[src/rtl/cpu_run_controller.sv]
`timescale 1ns/1ps
`default_nettype none
// ============================================================================
// Module   : cpu_run_controller
// Brief    : Loads a program into instruction memory, then sequences the CPU
//            through run / single-step / pause / halt with a cycle watchdog.
// Revision : 1.0
// ============================================================================
module cpu_run_controller #(
    parameter int unsigned MAX_CYCLES = 200
) (
    input  logic       clk,
    input  logic       reset,
    input  logic       host_valid,
    input  logic [3:0] host_data,
    input  logic       host_last,
    output logic       host_ready,
    input  logic       cmd_run,
    input  logic       cmd_step,
    input  logic       cmd_stop,
    input  logic       cmd_load,
    input  logic [2:0] cpu_opcode,
    output logic       imem_we,
    output logic [3:0] imem_addr,
    output logic [3:0] imem_wdata,
    output logic       cpu_reset,
    output logic       cpu_clk_en,
    output logic [2:0] state,
    output logic [4:0] prog_len,
    output logic [7:0] cycle_count,
    output logic       done,
    output logic       timeout
);

    typedef enum logic [2:0] {
        S_IDLE   = 3'd0,
        S_LOAD   = 3'd1,
        S_READY  = 3'd2,
        S_RUN    = 3'd3,
        S_STEP   = 3'd4,
        S_PAUSED = 3'd5,
        S_HALTED = 3'd6
    } state_t;

    localparam logic [2:0] c_hlt_opcode = 3'b111;
    localparam logic [7:0] c_max_cycles = MAX_CYCLES[7:0];
    localparam logic [4:0] c_last_slot  = 5'd15;

    state_t     r_state;
    logic       r_imem_we;
    logic [3:0] r_imem_addr;
    logic [3:0] r_imem_wdata;
    logic [4:0] r_prog_len;
    logic [7:0] r_cycle_count;
    logic       r_done;
    logic       r_timeout;

    logic       w_halt_op;
    logic       w_clk_en;
    logic       w_accept;
    logic       w_watchdog;
    logic [7:0] w_cc_next;

    // HLT is decoded combinationally so the halting instruction never gets an enable.
    assign w_halt_op  = (cpu_opcode == c_hlt_opcode);
    assign w_clk_en   = ((r_state == S_RUN) || (r_state == S_STEP)) && !w_halt_op;
    assign host_ready = (r_state == S_IDLE) || (r_state == S_LOAD);
    assign w_accept   = host_ready && host_valid;
    assign w_cc_next  = (r_cycle_count == 8'hFF) ? 8'hFF : r_cycle_count + 8'd1;
    // ">=" keeps the watchdog armed even if single-steps already pushed the count past the limit.
    assign w_watchdog = (r_state == S_RUN) && w_clk_en && (w_cc_next >= c_max_cycles);

    always_ff @(posedge clk or posedge reset) begin
        if (reset) begin
            r_state       <= S_IDLE;
            r_imem_we     <= 1'b0;
            r_imem_addr   <= 4'd0;
            r_imem_wdata  <= 4'd0;
            r_prog_len    <= 5'd0;
            r_cycle_count <= 8'd0;
            r_done        <= 1'b0;
            r_timeout     <= 1'b0;
        end else begin
            r_imem_we <= 1'b0;
            if (w_clk_en) begin
                r_cycle_count <= w_cc_next;
            end
            case (r_state)
                S_IDLE, S_LOAD: begin
                    if (w_accept) begin
                        r_imem_we    <= 1'b1;
                        r_imem_addr  <= r_prog_len[3:0];
                        r_imem_wdata <= host_data;
                        r_prog_len   <= r_prog_len + 5'd1;
                        r_state      <= (host_last || (r_prog_len == c_last_slot)) ? S_READY : S_LOAD;
                    end
                end
                S_READY, S_PAUSED: begin
                    if (cmd_step) begin
                        r_state <= S_STEP;
                    end else if (cmd_run) begin
                        r_state <= S_RUN;
                        if (r_state == S_READY) begin
                            r_cycle_count <= 8'd0;
                            r_timeout     <= 1'b0;
                        end
                    end else if (cmd_load) begin
                        r_state       <= S_IDLE;
                        r_prog_len    <= 5'd0;
                        r_cycle_count <= 8'd0;
                        r_done        <= 1'b0;
                        r_timeout     <= 1'b0;
                    end
                end
                S_RUN: begin
                    if (cmd_stop) begin
                        r_state <= S_PAUSED;
                    end else if (w_halt_op) begin
                        r_state <= S_HALTED;
                        r_done  <= 1'b1;
                    end else if (w_watchdog) begin
                        r_state   <= S_HALTED;
                        r_done    <= 1'b1;
                        r_timeout <= 1'b1;
                    end
                end
                S_STEP: begin
                    if (w_halt_op) begin
                        r_state <= S_HALTED;
                        r_done  <= 1'b1;
                    end else begin
                        r_state <= S_PAUSED;
                    end
                end
                S_HALTED: begin
                    if (cmd_run) begin
                        r_state <= S_READY;
                        r_done  <= 1'b0;
                    end else if (cmd_load) begin
                        r_state       <= S_IDLE;
                        r_prog_len    <= 5'd0;
                        r_cycle_count <= 8'd0;
                        r_done        <= 1'b0;
                        r_timeout     <= 1'b0;
                    end
                end
                default: begin
                    r_state <= S_IDLE;
                end
            endcase
        end
    end

    assign state       = r_state;
    assign imem_we     = r_imem_we;
    assign imem_addr   = r_imem_addr;
    assign imem_wdata  = r_imem_wdata;
    assign prog_len    = r_prog_len;
    assign cycle_count = r_cycle_count;
    assign done        = r_done;
    assign timeout     = r_timeout;
    assign cpu_clk_en  = w_clk_en;
    assign cpu_reset   = !((r_state == S_RUN) || (r_state == S_STEP) || (r_state == S_PAUSED));

endmodule
`default_nettype wire

[config.mk]
export PLATFORM = sky130hd
export DESIGN_NAME = cpu_run_controller
export DESIGN_NICKNAME = d
export VERILOG_FILES = /design/src/rtl/cpu_run_controller.sv
export SDC_FILE = /design/constraint.sdc
export NUM_CORES = 1
export LEC_CHECK = 0
export ABC_AREA = 1
export BUFFER_PORTS_ARGS = -buffer_cell sky130_fd_sc_hd__buf_2
export CORE_ASPECT_RATIO = 0.6
export CORE_UTILIZATION = 47
export DETAILED_ROUTE_END_ITERATION = 6
export PLACE_DENSITY_LB_ADDON = 0.25
export SYNTH_ARGS = -nofsm -noshare
export SYNTH_HDL_FRONTEND = slang
export SYNTH_SLANG_ARGS = --single-unit
export TNS_END_PERCENT = 5
[constraint.sdc]
create_clock -name clk -period 1.4 [get_ports clk]
set_input_delay 0.35 -clock clk [delete_from_list [all_inputs] [get_ports clk]]
set_output_delay 0.35 -clock clk [all_outputs]
set_load 0.1 [all_outputs]
==> results.md, run 1 <==
* Clock Skew at 0.0137 ns
* Core area at 3280 µm²
* Final hold vios at 0
* Layout cells sized above 1 at 54.7%
* Rows at 16
* Ys flop type: dfrtp_1
* Setup TNS at -10.35 ns
* Synth top cells by count: 63 x nand2_1, 29 x inv_1, 27 x dfrtp_1, 19 x nand3_1, 18 x nor2_1
* Violated checks: DRC, setup timing
* R2R Setup Slk at -0.47 ns
* TritonCTS clock tree: done
* Buf/Inv on CP at 3
* DRT Pass-1 Iters at 7
* Synth area leader: dfrtp_1
* Cell Area, Synth at 1640 µm²
* Share of the clock period used by the worst path at 135%
* Total Routing Usage GR at 42.6%
* Worst r2r src: state[2]
* Rel. slew slack at 66.9%
* Main area contributors after synthesis: dfrtp_1 41%, nand2_1 14%, inv_1 6.7%
* Status: complete, but fails checks
* DP Worst Slack at -0.328 ns
* Reg2reg end: done
* Required time worst endpoint at 1.05 ns
* Distinct cells, synth at 31
* Max Fclk at 530 MHz
* Syn_nets at 233
* DRC viols at 29
* Hpwl dp at 4090 µm
* Final setup margin at -0.486 ns
* Final Non-Filler Cells at 367
* Area of the multi-input gates at 1020 µm²
* Die height at 47.7 µm
* Diode count at 0
* Antenna violations before repair at 0
* MaxCap Viol Count at 0
* Starting Density at 49.8%
* Seq/Total Area, Yosys at 41.3%
* Arr. time, crit path at 1.54 ns
* Register area at 704 µm²
* Core Util, Final at 95.0%
* Clock Latency Late Sink at 0.29 ns
* Setup Crit Path Kind: flop to primary output
* Final nets at 341
* Startpoint type of the worst setup path: flop
* Fillers at 91
* IO Pins at 45
* Crit. End Element: primary output
* Final Max Slew Viols at 0
* Via count at 2,485
* CTS Root Cell: clkbuf_8
* Count leader, synth: nand2_1
* Yosys top cell area share at 41.3%
* Global route overflow at 0
* Synth Warn # at 0
* Synth Register Bits at 27
* Family with the most delay on the worst path: flip-flops
* Tightest Pin Transition at 0.495 ns
* Crit-path slowest cell: dfrtp_4
* Vias in the first global route at 2,045
* Area delta synth->final at 90.5%
* CP Cell Sequence: inv_4 -> nand3_4 -> nand2_4 -> nand2_8 -> inv_6 -> buf_12
* Hold Crit Class: input pin to asynchronous set/reset pin
* Gpl congestion at 0.909
* Final ANT Viol Nets at 0
* Global-route wire length before repair at 11,200 µm
* Critical path peak fanout at 5
* Initial detailed-routing violation count at 613
* Die W at 78.2 µm
* Max incr delay on CP at 0.55 ns
* Clk slew on worst S/H paths at 0.11 ns
* Drt total wl at 9230 µm
* Clock buffer depth at 2
* Post-synthesis average cell area at 7.61 µm²
* Post-synth EDFFs at 0
* Post-Syn Instances at 215
* FFs w/ async S/R, synth at 100%
* H-tree depth at 1
* I/O Buffers at 44
* Pin count of the biggest net entering global routing at 28
* Area of the die at 3730 µm²
* Num CTS Buffers at 3
* Dpl cells at 352
* Via density at 6.77
* Final setup vio count at 36
* Minimum clock period at 1.89 ns
* R2R cell count at 11
* RSZ-0062 raised after global routing: yes
* Routed len/inst at 25.1 µm
* TritonCTS Sinks at 27
logic make-up (layout without fill, tap and decap cells):
| family | Yosys count | count (layout) | share of synthesized area [%] |
|---|---|---|---|
| flops | 27 | 27 | 41.3 |
| xor+xnor | 2 | 2 | 1.07 |
| simple gates | 120 | 120 | 34.9 |
| buf+inv | 35 | 142 | 8.03 |
| compound gates | 28 | 28 | 12.5 |
| fa+ha+maj | 3 | 3 | 2.29 |
placed cells by master, fill, tap and decap left out, types with 2 or more instances in the layout:
cell,instances
buf_12,30
inv_4,3
dfrtp_4,5
buf_4,52
o21ai_1,4
nand3_4,5
a211oi_1,3
nor2_4,5
xor2_1,2
nor2_1,13
ha_1,2
nor3_2,2
nand2_2,10
a21oi_1,2
nand3_2,6
buf_2,14
inv_1,22
nand3_1,11
inv_2,7
nor2_2,2
a21oi_4,2
a221oi_1,3
nand2_4,5
buf_6,8
o31ai_2,2
inv_6,2
nand2_1,55
nand4_1,4
o21ai_0,6
dfrtp_1,14
clkbuf_8,3
dfrtp_2,8
sequential cells by signal (all words and copies together), names as in the netlist:
name         flops
done             1
cycle_count      8
prog_len         5
timeout          1
state            3
imem_we          1
imem_addr        4
imem_wdata       4
worst register-to-register path, cell delays in order (launching register included):
cell     delay (ns)
dfrtp_4        0.52
inv_6          0.06
nand3_4        0.11
buf_4          0.15
buf_4          0.13
inv_2          0.05
nand2_1        0.15
nand2_1        0.14
nor3_2         0.22
nand2_1        0.11
nand2_1        0.07
o21ai_1        0.07
worst max-delay path by stage:
stage | slack (ns) | depth (start not counted) | startpoint | to
floorplan | -0.47 | 8 | state[1] | prog_len[2]
global placement | -0.21 | 12 | cycle_count[0] | state[0]
detailed placement | -0.33 | 12 | cycle_count[0] | state[0]
CTS | -0.38 | 6 | state[1] | cpu_reset
global route | -0.71 | 11 | cycle_count[0] | state[0]
finish | -0.49 | 6 | state[0] | cpu_clk_en
repair_timing:
action | in CTS | in global routing
hold buffers | 0 | 0
resized for setup | 26 | 23
buffers inserted | 5 | 6
pin swaps | 7 | 9
endpoints found under the setup margin | 34 | 35
routing by layer:
layer	track usage, %	up-vias	wire (µm)
li1	-	921	-
met1	51.9	1129	3080
met2	67.9	313	3860
met3	15.4	122	1430
met4	23.7	0	856
met5	7.50	-	0
per-stage QoR:
step	cell area [µm²]	hold WS, ns
floorplan	1710	0.402
global placement	2800	0.427
detailed placement	2800	0.437
CTS	2990	0.135
global route	3120	0.146
finish	3120	0.111
cell type report:
type | count | share of cell area (%)
inverters | 34 | 4.65
well taps | 45 | 1.81
multi-input cells | 153 | 32.6
repair buffers | 104 | 36.9
clock buffers | 4 | 1.44
flip-flops and latches | 27 | 22.6
Power of run 1 is not shown: default switching activity piles up to over one toggle a cycle in this logic, so the estimate is an artifact.
==> run 2, diff against run 1 <==
RECOVER_POWER = 50   (was default)
==> run 2 against run 1 <==
The run still ends with DRC, setup timing left. Worst hold slack better by 0.14 ns. Die area unchanged. Register-to-register slack about the same. Clock skew down 0.0055 ns. Global-route usage unchanged. Sequential cell count unchanged. Fmax about the same.
==> results.md, run 2 (same netlist as run 1, synthesis figures left out) <==
* Commonest non-fill, non-tap cell in the layout: nand2_1
* Most frequent cells in the layout: 55 x nand2_1, 51 x buf_4, 30 x buf_12, 22 x inv_1
* Area of the die at 3730 µm²
* Clock Latency Late Sink at 0.29 ns
* Arr. time, crit path at 1.54 ns
* Setup Crit Path Kind: flop to primary output
* Worst r2r src: state[1]
* Gpl congestion at 0.909
* Max reg flops at 8
* Clk slew on worst S/H paths at 0.11 ns
* Starting Density at 49.8%
* MaxCap Viol Count at 0
* Final Max Slew Viols at 0
* Violated checks: DRC, setup timing
* RSZ-0062 raised after global routing: yes
* Final setup margin at -0.486 ns
* Hpwl dp at 4090 µm
* Pin count of the biggest net entering global routing at 28
* Startpoint type of the worst setup path: flop
* Reg2reg end: done
* Layout cells sized above 1 at 54.7%
* R2R Setup Slk at -0.46 ns
* Tightest Pin Transition at 0.733 ns
* Clock Skew at 0.00811 ns
* Routed len/inst at 25.4 µm
* Global-route wire length before repair at 11,200 µm
* Antenna violations before repair at 0
* TritonCTS clock tree: done
* Die height at 47.7 µm
* Final hold vios at 0
* Rows at 16
* CP Cell Sequence: inv_4 -> nand3_4 -> nand2_4 -> nand2_8 -> inv_6 -> buf_12
* Diode count at 0
* TritonCTS Sinks at 27
* Final setup vio count at 35
* Via density at 6.78
* H-tree depth at 1
* Required time worst endpoint at 1.05 ns
* Fillers at 92
* Final hold slack at 0.246 ns
* Setup TNS at -10.23 ns
* Critical path peak fanout at 6
* I/O Buffers at 44
* CTS Root Cell: clkbuf_8
* Minimum clock period at 1.89 ns
* Final ANT Viol Nets at 0
* DRC viols at 15
* Drt total wl at 9310 µm
* Crit-path slowest cell: dfrtp_4
* Status: complete, but fails checks
* Max incr delay on CP at 0.55 ns
* Die W at 78.2 µm
* Core area at 3280 µm²
* Initial detailed-routing violation count at 613
* Vias in the first global route at 2,045
* Rel. slew slack at 51.2%
* DRT Pass-1 Iters at 7
* Total Routing Usage GR at 42.6%
* Via count at 2,489
* Crit. End Element: primary output
* Placed Area at 2800 µm²
* Num CTS Buffers at 3
* Hold Crit Class: input pin to asynchronous set/reset pin
* Final Cell Area at 3120 µm²
* Max Fclk at 530 MHz
* Final nets at 341
* Clock buffer depth at 2
* Hold buffer count at cts at 0
* Share of the clock period used by the worst path at 135%
* Area delta synth->final at 90.4%
* IO Pins at 45
* R2R cell count at 10
* Global route overflow at 0
run 2: cell count changes in the layout (fill, tap and decap cells not counted), sizes merged:
cell / delta
buf: -1
clkbuf: +1
run 2: worst max path at each step:
stage               slack, ns      startpoint  cells past startpoint     endpoint
floorplan               -0.47        state[1]                      8  prog_len[2]
global placement        -0.21  cycle_count[0]                     12     state[0]
detailed placement      -0.33  cycle_count[0]                     12     state[0]
CTS                     -0.38        state[1]                      6    cpu_reset
global route            -0.71  cycle_count[0]                     11     state[0]
finish                  -0.49        state[1]                      6   cpu_clk_en
run 2: timing repair:
action / in CTS / in global routing
pin swaps: 7 / 9
setup endpoints to repair: 34 / 35
resized for setup: 26 / 23
buffers inserted: 5 / 6
endpoints found under the hold margin: 0 / 0
run 2: layer usage:
layer  vias to the layer above  track usage, %  part of all wire [%]
met5                         -            7.50                     0
met1                      1112            51.9                    32
met2                       339            67.9                    41
met4                         0            23.7                   9.5
li1                        918               -                     -
met3                       120            15.4                    17
run 2: area by class of cell:
cell class / instances / area [µm²] / area share (%)
Inverter: 34 / 145 / 4.66
Tap cell: 45 / 56.3 / 1.81
Multi-Input combinational cell: 153 / 1020 / 32.6
Sequential cell: 27 / 704 / 22.6
Clock buffer: 4 / 45.0 / 1.45
Timing Repair Buffer: 104 / 1150 / 36.9
run 2: through the flow:
step	util, %	setup slack [ns]	cells
after floorplan	-	-0.472	215
after global placement	85.2	-0.210	352
after detailed placement	85.2	-0.328	352
after CTS	91.0	-0.377	361
after global routing	94.9	-0.709	367
final	94.9	-0.486	367
run 2: worst max-delay path: cells and delay by family (launching register included):
kind	cells	cell delay [ns]
buf+inv	3	0.35
flops	1	0.55
simple gates	3	0.33
Power of run 2 is left out for the same reason.
==> run 3, diff against run 2 <==
CORE_UTILIZATION = 49   (was 47)
CTS_BUF_LIST = sky130_fd_sc_hd__clkbuf_4 sky130_fd_sc_hd__clkbuf_8   (was default)
GPL_TIMING_DRIVEN = 0   (was default)
HOLD_SLACK_MARGIN = 0.06   (was default)
==> run 3 against run 2 <==
The run ends with setup timing left. Via count shrank 27%. Clock-buffer cell count shrank 1. Worst hold slack gained 0.020 ns. Routed wire length shrank 46%. Die area shrank 3.9%. First-iteration DRC count shrank 79%. Cell area shrank 20%. Fmax grew 3.8%. Clock skew shrank 0.0034 ns. Sequential cell count is the same. Critical endpoint unchanged. Largest cell class is now multi-input combinational cells. Highest routed layer unchanged.
==> results.md, run 3 (same netlist as run 1, synthesis figures left out) <==
* Status: complete, but fails checks
* Violated checks: setup timing
* MaxCap Viol Count at 0
* Tightest Pin Transition at 1.03 ns
* CP startpoint: state[1]
* Max Fclk at 550 MHz
* Required time worst endpoint at 1.05 ns
* Commonest non-fill, non-tap cell in the layout: nand2_1
* H-tree depth at 1
* TritonCTS clock tree: done
* Vias in the first global route at 1,478
* Clock buffer depth at 2
* Final hold slack at 0.266 ns
* Antenna violations before repair at 0
* I/O Buffers at 44
* RSZ-0062 raised after global routing: yes
* Total Routing Usage GR at 26.8%
* DRC viols at 0
* DRT Pass-1 Iters at 5
* Final ANT Viol Nets at 0
* DP Worst Slack at -0.552 ns
* Final setup margin at -0.417 ns
* Fillers at 178
* Diode count at 0
* Worst r2r src: state[0]
* Startpoint type of the worst setup path: flop
* Critical path peak fanout at 4
* Die height at 46.8 µm
* Via count at 1,810
* Drt total wl at 5070 µm
* Via density at 5.59
* Routed len/inst at 15.6 µm
* Final Max Slew Viols at 0
* Pin count of the biggest net entering global routing at 28
* Global route hottest layer: met2
* Layout cells sized above 1 at 45.7%
* Core area at 3020 µm²
* Met1 GRT Util at 38.2%
* Most frequent cells in the layout: 59 x nand2_1, 35 x buf_4, 24 x inv_1, 14 x buf_2
* CTS Root Cell: clkbuf_8
* Grt met2 use at 42.7%
* Area of the die at 3580 µm²
* Area delta synth->final at 51.9%
* Global-route wire length before repair at 7170 µm
* Initial detailed-routing violation count at 128
* Final hold vios at 0
* Max reg flops at 8
* Clock Latency Late Sink at 0.28 ns
* R2R cell count at 8
* TritonCTS Sinks at 27
* Num CTS Buffers at 3
* Final nets at 301
* Crit. End Element: primary output
* Rows at 15
* Clock Skew at 0.00472 ns
* Rel. slew slack at 31.5%
* Final Cell Area at 2490 µm²
* Worst Setup EP: cpu_clk_en
* Hpwl dp at 2920 µm
* M3 GR Usage at 6.80%
* Arr. time, crit path at 1.47 ns
* Hold Crit Class: input pin to flop
* Setup Crit Path Kind: flop to primary output
* Placed Area at 1980 µm²
* Global route overflow at 0
* Clk slew on worst S/H paths at 0.10 ns
* R2R Setup Slk at -0.39 ns
* Minimum clock period at 1.82 ns
* Share of the clock period used by the worst path at 130%
* Final setup vio count at 25
* Die W at 76.6 µm
* Gpl congestion at 0.940
* Register area at 706 µm²
* Starting Density at 54.2%
* Area of the multi-input gates at 990 µm²
* Reg2reg end: cycle_count[4]
* IO Pins at 45
## run 3: metrics by stage
stage,TNS [ns],std cells,util [%]
CTS,-6.42,319,77.6
finish,-7.65,324,82.3
global placement,-5.72,301,65.5
global route,-9.19,324,82.3
floorplan,-11.35,215,-
detailed placement,-6.01,301,65.5
## run 3: how the worst min path moves through the flow
| stage | startpoint | endpoint | slack (ns) | cells after the start |
|---|---|---|---|---|
| final | host_data[0] | imem_wdata[0] | 0.27 | 3 |
| after CTS | host_data[0] | imem_wdata[0] | 0.26 | 3 |
| after floorplan | reset | cycle_count[0] | 0.40 | 1 |
| after global placement | imem_wdata[2] | imem_wdata[2] | 0.46 | 2 |
| after global routing | host_data[3] | imem_wdata[3] | 0.28 | 3 |
| after detailed placement | imem_wdata[1] | imem_wdata[1] | 0.46 | 2 |
## run 3: final cells by class
class	instances	share of cell area, %
clock inverter	1	0.302
sequential	27	28.4
inverter	34	5.94
tap	42	2.11
multi-input combinational	153	39.8
clock buffer	3	1.66
buffer	1	0.453
timing repair buffer	63	21.3
## run 3: repair_timing
action	in CTS	in global routing
gates resized for setup	62	26
setup endpoints to repair	47	37
setup buffers	14	5
hold buffers	0	0
pin swaps	5	7
## run 3: critical path, cell delays in order (launching register included)
cell     delay (ns)
dfrtp_4        0.54
inv_6          0.09
nand3_4        0.12
nand2_8        0.12
nand2_8        0.06
inv_6          0.08
buf_12         0.17
## run 3: routing by layer
metal | share of wire (%) | vias up | wire length (µm)
li1 | - | 838 | -
met1 | 42 | 836 | 2150
met2 | 45 | 124 | 2270
met3 | 11 | 12 | 560
met4 | 1.6 | 0 | 81
met5 | 0 | - | 0
Power of run 3 is left out for the same reason.
